<file path="src/rtl/dmem_arbiter.sv">
// Two-requester round-robin arbiter in front of the DMemory_IO data port.
// Define ARB_FIXED_PRIO_EN for fixed priority (requester 0 always wins ties).
module dmem_arbiter #(
    parameter int AW          = 16,
    parameter int DW          = 16,
    parameter int WAIT_STATES = 0
) (
    input  logic          clock,
    input  logic          reset,
    input  logic          req0,
    input  logic          write0,
    input  logic [AW-1:0] addr0,
    input  logic [DW-1:0] wdata0,
    output logic          ack0,
    output logic [DW-1:0] rdata0,
    input  logic          req1,
    input  logic          write1,
    input  logic [AW-1:0] addr1,
    input  logic [DW-1:0] wdata1,
    output logic          ack1,
    output logic [DW-1:0] rdata1,
    output logic [AW-1:0] mem_addr,
    output logic [DW-1:0] mem_wdata,
    output logic          mem_write,
    output logic          mem_read,
    input  logic [DW-1:0] mem_rdata
);

    typedef enum logic [1:0] {
        IDLE,
        BUSY,
        ACK
    } state_t;

    localparam logic [3:0] WAIT_INIT = 4'(WAIT_STATES);

    state_t        state, state_nx;
    logic [3:0]    wait_cnt, wait_cnt_nx;
    logic          last_grant, last_grant_nx;
    logic          winner, winner_nx;
    logic [AW-1:0] mem_addr_nx;
    logic [DW-1:0] mem_wdata_nx;
    logic          mem_write_nx, mem_read_nx;
    logic          ack0_nx, ack1_nx;
    logic [DW-1:0] rdata0_nx, rdata1_nx;
    logic          grant1;
    logic          write_w;

    // last_grant == 1 means requester 1 was served last, so requester 0 wins the next tie
`ifdef ARB_FIXED_PRIO_EN
    assign grant1 = req1 & ~req0;
`else
    assign grant1 = req1 & (~req0 | ~last_grant);
`endif
    assign write_w = grant1 ? write1 : write0;

    always_ff @(posedge clock or posedge reset) begin
        if (reset) begin
            state      <= IDLE;
            wait_cnt   <= '0;
            last_grant <= 1'b1;
            winner     <= 1'b0;
            mem_addr   <= '0;
            mem_wdata  <= '0;
            mem_write  <= 1'b0;
            mem_read   <= 1'b0;
            ack0       <= 1'b0;
            ack1       <= 1'b0;
            rdata0     <= '0;
            rdata1     <= '0;
        end else begin
            state      <= state_nx;
            wait_cnt   <= wait_cnt_nx;
            last_grant <= last_grant_nx;
            winner     <= winner_nx;
            mem_addr   <= mem_addr_nx;
            mem_wdata  <= mem_wdata_nx;
            mem_write  <= mem_write_nx;
            mem_read   <= mem_read_nx;
            ack0       <= ack0_nx;
            ack1       <= ack1_nx;
            rdata0     <= rdata0_nx;
            rdata1     <= rdata1_nx;
        end
    end

    always_comb begin
        state_nx      = state;
        wait_cnt_nx   = wait_cnt;
        last_grant_nx = last_grant;
        winner_nx     = winner;
        mem_addr_nx   = mem_addr;
        mem_wdata_nx  = mem_wdata;
        mem_write_nx  = mem_write;
        mem_read_nx   = mem_read;
        ack0_nx       = 1'b0;
        ack1_nx       = 1'b0;
        rdata0_nx     = rdata0;
        rdata1_nx     = rdata1;

        unique case (state)
            IDLE: begin
                mem_write_nx = 1'b0;
                mem_read_nx  = 1'b0;
                if (req0 | req1) begin
                    winner_nx     = grant1;
                    last_grant_nx = grant1;
                    mem_addr_nx   = grant1 ? addr1 : addr0;
                    mem_wdata_nx  = grant1 ? wdata1 : wdata0;
                    mem_write_nx  = write_w;
                    mem_read_nx   = ~write_w;
                    wait_cnt_nx   = WAIT_INIT;
                    state_nx      = BUSY;
                end
            end
            BUSY: begin
                if (wait_cnt == 4'd0) begin
                    // Final BUSY edge: the memory commits any write, read data is captured here
                    if (!mem_write) begin
                        if (winner) rdata1_nx = mem_rdata;
                        else        rdata0_nx = mem_rdata;
                    end
                    ack0_nx      = ~winner;
                    ack1_nx      = winner;
                    mem_write_nx = 1'b0;
                    mem_read_nx  = 1'b0;
                    state_nx     = ACK;
                end else begin
                    wait_cnt_nx = wait_cnt - 4'd1;
                end
            end
            ACK: begin
                mem_write_nx = 1'b0;
                mem_read_nx  = 1'b0;
                state_nx     = IDLE;
            end
            default: state_nx = IDLE;
        endcase
    end

endmodule

</file>
<file path="config.mk">
export PLATFORM = sky130hd
export DESIGN_NAME = dmem_arbiter
export DESIGN_NICKNAME = d
export VERILOG_FILES = /design/src/rtl/dmem_arbiter.sv
export SDC_FILE = /design/constraint.sdc
export NUM_CORES = 1
export LEC_CHECK = 0
export ABC_AREA = 1
export ABC_CLOCK_PERIOD_IN_PS = 2400
export CORE_UTILIZATION = 39
export CTS_BUF_LIST = sky130_fd_sc_hd__clkbuf_2 sky130_fd_sc_hd__clkbuf_4 sky130_fd_sc_hd__clkbuf_8
export CTS_CLUSTER_SIZE = 10
export DETAILED_ROUTE_END_ITERATION = 12
export GPL_TIMING_DRIVEN = 0
export PLACE_DENSITY = 0.79
export SETUP_SLACK_MARGIN = 0.1
export SYNTH_ARGS = -nofsm -noshare
export SYNTH_HDL_FRONTEND = slang
export SYNTH_SLANG_ARGS = --single-unit
</file>
<file path="constraint.sdc">
create_clock -name clock -period 2.4 [get_ports clock]
set_input_delay 0.36 -clock clock [delete_from_list [all_inputs] [get_ports clock]]
set_output_delay 0.36 -clock clock [all_outputs]
set_load 0.02 [all_outputs]
</file>
# ---- Yosys cells after proc, flatten, opt, wreduce, memory -nomap -nowiden
# Index checks and enable logic that the tools add are counted.
dict set report totals {
  ramBits 0
  n_memories 0
  romBits 0
  ff_bits 76
  latchBits 0
}
dict set report classes {
  div 0
  multipliers 0
  n_shift 0
  muxes 18
  n_bitwise 8
  magnitude_cmp 0
  eq_ne 5
  reduce_logical 10
  add_sub_neg 1
}
# operator n
set op_table {}
lappend op_table {{16-bit 2-to-1 mux} 2}
lappend op_table {{1-bit 2-to-1 mux} 8}
lappend op_table {{4-bit 2-to-1 mux} 2}
lappend op_table {{4-bit one-hot mux with 2 select lines} 1}
lappend op_table {{4-bit AND reduction} 2}
lappend op_table {{2-bit inequality test (second input constant)} 3}
lappend op_table {{1-bit one-hot mux with 3 select lines} 2}
lappend op_table {{2-bit AND reduction} 3}
lappend op_table {{1-bit inverter} 5}
lappend op_table {{4-bit logical NOT} 1}
lappend op_table {{2-bit 2-to-1 mux} 2}
lappend op_table {{2-bit one-hot mux with 2 select lines} 1}
lappend op_table {{4-bit by 1-bit subtractor with 4-bit output (second input constant)} 1}
lappend op_table {{3-bit AND reduction} 1}
lappend op_table {{3-bit nonzero test} 1}
lappend op_table {{2-bit by 1-bit equality test with 1-bit output (second input constant)} 1}
lappend op_table {{2-bit equality test (second input constant)} 1}
lappend op_table {{2-bit logical NOT} 1}
lappend op_table {{1-bit OR} 2}
lappend op_table {{2-bit nonzero test} 1}
lappend op_table {{1-bit AND} 1}

# ---- Logic depth before layout (Yosys ltp)
# Gate-level depths: netlist (run 1).
dict set report logic_depth {
  word_depth 7
  ltp_mapped 8
  mapped_depth_nobuf 7
}

# ---- Worst setup path after synthesis (run 1)
# No wires, ideal clock.
dict set report synth_timing {
  path_kind {reg2reg}
  startpoint {reg state[1]}
  endpoint {reg rdata0[0]}
  setup_time_ns 0.118
  n_path_buf 1
  period_less_slack_ns 1.341
  setup_slack_ns 1.059
  arrival_time_ns 1.223
  t_required_ns 2.282
  path_stages_with_launch 9
  path_cell_list {dfrtp_1 inv_1 ha_1 inv_1 nor2_1 nand2_2 buf_6 nand2_1 o21ai_2}
}
dict set report synth_between {
  elab_chain_len 2
}
# element line
set synth_rtl {}
lappend synth_rtl {{from (decl)} 37} ;# state_t state, state_nx;
lappend synth_rtl {{from (signal assigned)} 72} ;# state <= state_nx;
lappend synth_rtl {{2-bit by 1-bit equality test with 1-bit output} 101} ;# unique case (state)
lappend synth_rtl {{4-bit AND reduction (no source line)} -}
lappend synth_rtl {{to (signal assigned)} 82} ;# rdata0 <= rdata0_nx;
lappend synth_rtl {{to (decl)} 15} ;# output logic [DW-1:0] rdata0,
# No other way between the ends.
# A chain may end at the register's enable or synchronous reset.

# ---- Worst setup path after layout (run 1)
dict set report layout_timing {
  startpoint {reg mem_write}
  endpoint {out mem_write}
}
# element line
set layout_rtl {}
lappend layout_rtl {{from (decl)} 24} ;# output logic mem_write,
lappend layout_rtl {{from (signal assigned)} 78} ;# mem_write <= mem_write_nx;
# No word-level cell between the ends.

==> results of run 1 <==
[cells in the mapped netlist, drive strengths merged]
| cell | number | share of area (%) |
|---|---|---|
| o21ai | 105 | 17 |
| nand2 | 93 | 11 |
| dfrtp | 75 | 56 |
| nor2 | 42 | 5.1 |
| inv | 30 | 3.4 |
| buf | 17 | 3.1 |
| nand3 | 7 | 1.0 |
| ha | 5 | 1.9 |
| clkbuf | 1 | 0.15 |
| dfstp | 1 | 0.78 |
| nand4 | 1 | 0.37 |
| or2 | 1 | 0.19 |
[state kept, by name (all words and copies together), names as in the netlist]
register	count
mem_write	1
ack1	1
winner	1
rdata1	16
state	2
rdata0	16
last_grant	1
ack0	1
mem_wdata	16
mem_addr	16
mem_read	1
wait_cnt	4
[power by group]
group	internal (mW)	switching, mW
Combinational	1.65	1.96
Clock	0.495	0.514
Sequential	1.91	0.360
Total	4.06	2.83
[per-stage QoR]
| stage | power (mW) | instances | TNS (ps) | setup slack [ps] |
|---|---|---|---|---|
| 3_3_place_gp | 5.82 | 636 | -82850 | -1100 |
| 5_1_grt | 7.39 | 653 | 0 | 589 |
| 6_report | 6.89 | 653 | 0 | 632 |
| 3_5_place_dp | 5.92 | 637 | 0 | 520 |
| 2_1_floorplan | 4.24 | 378 | 0 | 103 |
| 4_1_cts | 6.95 | 653 | 0 | 609 |
[worst paths after layout]
check / startpoint / depth (start not counted) / end / slack [ps]
max in group asynchronous: reset / 3 / last_grant / 1430
worst max register to register: state[0] / 7 / mem_wdata[0] / 840
worst min register to register: winner / 1 / ack0 / 480
worst min-delay path: reset / 2 / mem_addr[0] / 360
min in group clock: winner / 1 / ack0 / 480
worst max-delay path: mem_write / 1 / mem_write / 630
[layout make-up]
type | instances | share of cell area (%)
plain buffers | 18 | 2.07
inverters | 30 | 2.19
flip-flops and latches | 76 | 36.2
repair buffers | 154 | 29.7
clock buffers | 9 | 2.36
clock inverters | 7 | 1.52
multi-input cells | 254 | 23.4
well taps | 105 | 2.50
[per-layer routing]
metal	vias to the layer above	track usage, %
met5	-	0
met2	153	34.4
met3	14	7.81
met4	0	7.32
li1	1545	-
met1	1426	24.8
[cell families (layout without fill, tap and decap cells)]
| group | after synthesis | after routing | synth area share (%) |
|---|---|---|---|
| AO/OA/AOI/OAI | 105 | 105 | 17.4 |
| adder cells (fa/ha/maj) | 5 | 5 | 1.86 |
| buffers and inverters | 48 | 218 | 6.60 |
| flip-flops | 76 | 76 | 56.7 |
| AND/OR/NAND/NOR | 144 | 144 | 17.4 |
==> results.cfg, run 1 <==
[final_layout]
drive_gt1_share_pct = 11.7
register_area_um2 = 1900
antennaDiodeCount = 0
finish.utilization_pct = 63.6
nets = 634
post-route-cell-area_um2 = 5250
final_cell_mix = 153 x clkdlybuf4s50_1, 90 x nand2_1, 75 x dfrtp_1, 45 x o21ai_1, 44 x o21ai_0
syn_to_final_growth_pct = 56.5
multi_input_comb_area_um2 = 1230
num-fill-cells = 679
final_common_cell = clkdlybuf4s50_1

[global_route]
grt_max_degree = 47
overflow = 0
antenna_found_initial = 0
grt_use_total_pct = 20.8
grt_pass1_vias = 3117
grt_pass1_wl_mm = 14.4

[power]
powerDensity_nw_per_um2 = 1310
p_leak_nw = 2.38
vdd_drop_max_mv = 0.723

[timing]
setup_violations = 0
max_slew_margin_pct = 72.5
min_period_over_period_pct = 73.7
clock_skew_ps = 16.1
whs_ps = 359
fmax_ghz = 0.566
rsz0062_at_grt = no
finalHoldViolCount = 0
period_minus_slack_ps = 1770
final_max_slew_viol_count = 0
tightest_slew_ps = 413

[logic_synthesis]
synth_area_um2 = 3360
ys_seq_elements = 76
synth.distinct_cells = 19
postSynthCellCount = 378
yosysWarnings = 0
syn_area_per_cell_um2 = 8.88
yosysSeqAreaShare_pct = 56.7
syn_nets = 469

[setup_path]
cp_max_fo = 4
end_kind = output port
critPathLaunchType = register
worst_path_max_delay_cell = clkdlybuf4s50_1
cp_top_family = buffers and inverters
path_cells = clkdlybuf4s50_1
worstPathArrival_ps = 1410
crit_type = reg2out
worst-endpoint-required_ps = 2040
path_buf_inv = 1
slowest_delay_ps = 630

[floorplan]
die_area_um2 = 8980
num_rows = 33
ios = 154
die_w_um = 94.8
start_util_pct = 40.6
die-height_um = 94.8
coreArea_um2 = 8260

[clock_tree]
post-cts-setup-buffers = 0
cts_tree = built
cts_made_buffers = 9
cts_resized = 0
htree_levels = 3
path_clk_slew_ps = 90
clockBufferDepth = 2
clkLatencyLatePin_ps = 350
cts_hold_buffers = 0
cts-root-buf = clkbuf_8
clock_sink_count = 76

[placement]
gp_congestion = 0.800
port_buffers = 153
dp_hpwl_mm = 6.78
place_area_um2 = 5050

[route]
routed_via_density = 4.81
drt-met1-wl_mm = 3.65
drtPass1Iterations = 4
wl_per_cell_um = 13.6
drc_errors = 0
routed-wl-met3_um = 972
vias = 3138
top_layer_used = met4
wl_mm = 8.88
wl_met2_mm = 4.11
antenna_left = 0
drt_iter0_drc = 103

[job]
cap_violations = 0

[worst_hold_path]
hp-class = in2async

[outcome]
status = finished clean
Note: power is estimated with default switching activity, not from simulation.
==> run 2: changes to the inputs <==
- ABC_CLOCK_PERIOD_IN_PS: 2400 -> 1700
- PLACE_DENSITY: 0.79 -> 0.76
- clock period: 2.4 -> 1.7 ns (I/O delays scaled with it)
==> results.cfg, run 2 (same netlist as run 1, synthesis figures left out) <==
[clock_tree]
htree_levels = 3
clock_sink_count = 76
clkLatencyLatePin_ps = 340
cts_made_buffers = 9
cts_hold_buffers = 0
clockBufferDepth = 2
cts_tree = built
cts-root-buf = clkbuf_8
path_clk_slew_ps = 80

[route]
drt-met1-wl_mm = 3.57
drtPass1Iterations = 4
drc_errors = 0
top_layer_used = met4
wl_mm = 8.97
routed-wl-met3_um = 840
wl_per_cell_um = 13.7
drt_iter0_drc = 59
wl_met2_mm = 4.41
vias = 3127
routed_via_density = 4.79
antenna_left = 0

[outcome]
status = finished clean

[global_route]
overflow = 0
grt_pass1_vias = 3161
antenna_found_initial = 0
grt_pass1_wl_mm = 14.3
grt_max_degree = 44
grt_use_total_pct = 20.7

[floorplan]
coreArea_um2 = 8260
ios = 154
num_rows = 33
die_w_um = 94.8
die-height_um = 94.8
start_util_pct = 40.6
die_area_um2 = 8980

[placement]
port_buffers = 153
gp_congestion = 0.755
dp_hpwl_mm = 6.89

[setup_path]
path_buf_inv = 1
worst_path_max_delay_cell = clkdlybuf4s50_1
slowest_delay_ps = 630
r2r-end = mem_addr[15]
worstPathArrival_ps = 1310
critPathLaunchType = register
worst-endpoint-required_ps = 1440
rrSetupSlack_ps = 220
crit_type = reg2out
cp_top_family = buffers and inverters
r2r_start = state[0]
end_kind = output port
reg2regPathDepth = 7
path_cells = clkdlybuf4s50_1
cp_max_fo = 2

[final_layout]
syn_to_final_growth_pct = 59.8
num-fill-cells = 713
final_cell_mix = 103 x clkdlybuf4s50_1, 90 x nand2_1, 75 x dfrtp_1, 45 x o21ai_1, 44 x o21ai_0
antennaDiodeCount = 0
nets = 634
drive_gt1_share_pct = 12.0
final_common_cell = clkdlybuf4s50_1

[power]
powerDensity_nw_per_um2 = 1780
p_leak_nw = 2.86
pwr-share-seq_pct = 33.4
vdd_drop_max_mv = 0.804
power.total_mw = 9.54
p_int_mw = 5.60
netSwitchingFraction_pct = 41.4
netSwitchingPower_mw = 3.95
pwr-share-clk_pct = 14.4
p_comb_share_pct = 52.2

[timing]
period_minus_slack_ps = 1570
setup_violations = 0
min_period_over_period_pct = 92.1
tightest_slew_ps = 762
clock_skew_ps = 8.20
final_max_slew_viol_count = 0
finalSetupTns_ps = 0
fmax_ghz = 0.638
finalHoldViolCount = 0
whs_ps = 392
rsz0062_at_grt = yes
max_slew_margin_pct = 49.1

[worst_hold_path]
hp-class = in2async

[job]
cap_violations = 0
[run 2: cell types whose count changed in the layout (fill, tap and decap cells not counted), moves of 2 or more]
cell             delta
buf_2               -6
dlymetal6s2s_1     +43
inv_6               -3
clkdlybuf4s50_1    -50
dlygate4sd2_1       +7
ha_1                -2
clkinv_4            +2
buf_4               +6
ha_2                +2
[run 2: area by class of cell]
class,count,area [um^2],share of cell area [%]
plain buffers,18,124,2.31
clock buffers,9,124,2.31
clock inverters,7,76.3,1.42
inverters,30,119,2.22
multi-input cells,254,1240,23.0
flip-flops and latches,76,1900,35.5
well taps,105,131,2.45
repair buffers,154,1650,30.8
[run 2: repair_timing]
item | 4_1_cts | 5_1_grt
gates resized for setup | 7 | 58
setup endpoints to repair | 7 | 89
setup buffers | 0 | 0
hold endpoints to repair | 0 | 0
pin swaps | 0 | 1
[run 2: power by group through the flow]
stage | clock network [mW] | logic [mW] | registers, mW
after global placement | 0 | 5.03 | 3.20
after global routing | 1.49 | 5.45 | 3.29
final | 1.38 | 4.98 | 3.19
after detailed placement | 0 | 5.15 | 3.23
after CTS | 1.41 | 5.10 | 3.21
after floorplan | 0 | 1.81 | 4.17
[run 2: how the worst max path moves through the flow]
stage | startpoint | endpoint | slack, ps | cells past startpoint
floorplan | state[1] | rdata0[0] | 360 | 8
global placement | reset | mem_wdata[2] | -290 | 2
detailed placement | req0 | mem_wdata[15] | -4 | 7
CTS | mem_addr[10] | mem_addr[10] | 100 | 1
global route | state[0] | mem_addr[2] | 90 | 7
finish | mem_wdata[11] | mem_wdata[11] | 130 | 1
[run 2: per-layer routing]
layer  track usage [%]  up-vias
li1                  -     1551
met1              24.4     1436
met2              34.4      126
met3              7.57       14
met4              7.70        0
met5                 0        -
[run 2: stage by stage]
stage,area (um^2),util [%],worst slack [ps],instances
after CTS,5230,63.4,100,653
after detailed placement,5040,61.1,-4.13,637
final,5360,65.0,134,653
after global placement,5020,60.8,-291,636
after floorplan,3360,-,359,378
after global routing,5360,65.0,94.8,653
==> run 3: changes to the inputs <==
- CTS_CLUSTER_DIAMETER: unset -> 50
==> results of run 3 <==
Final layout, timing and power as in run 2 (identical DEF).
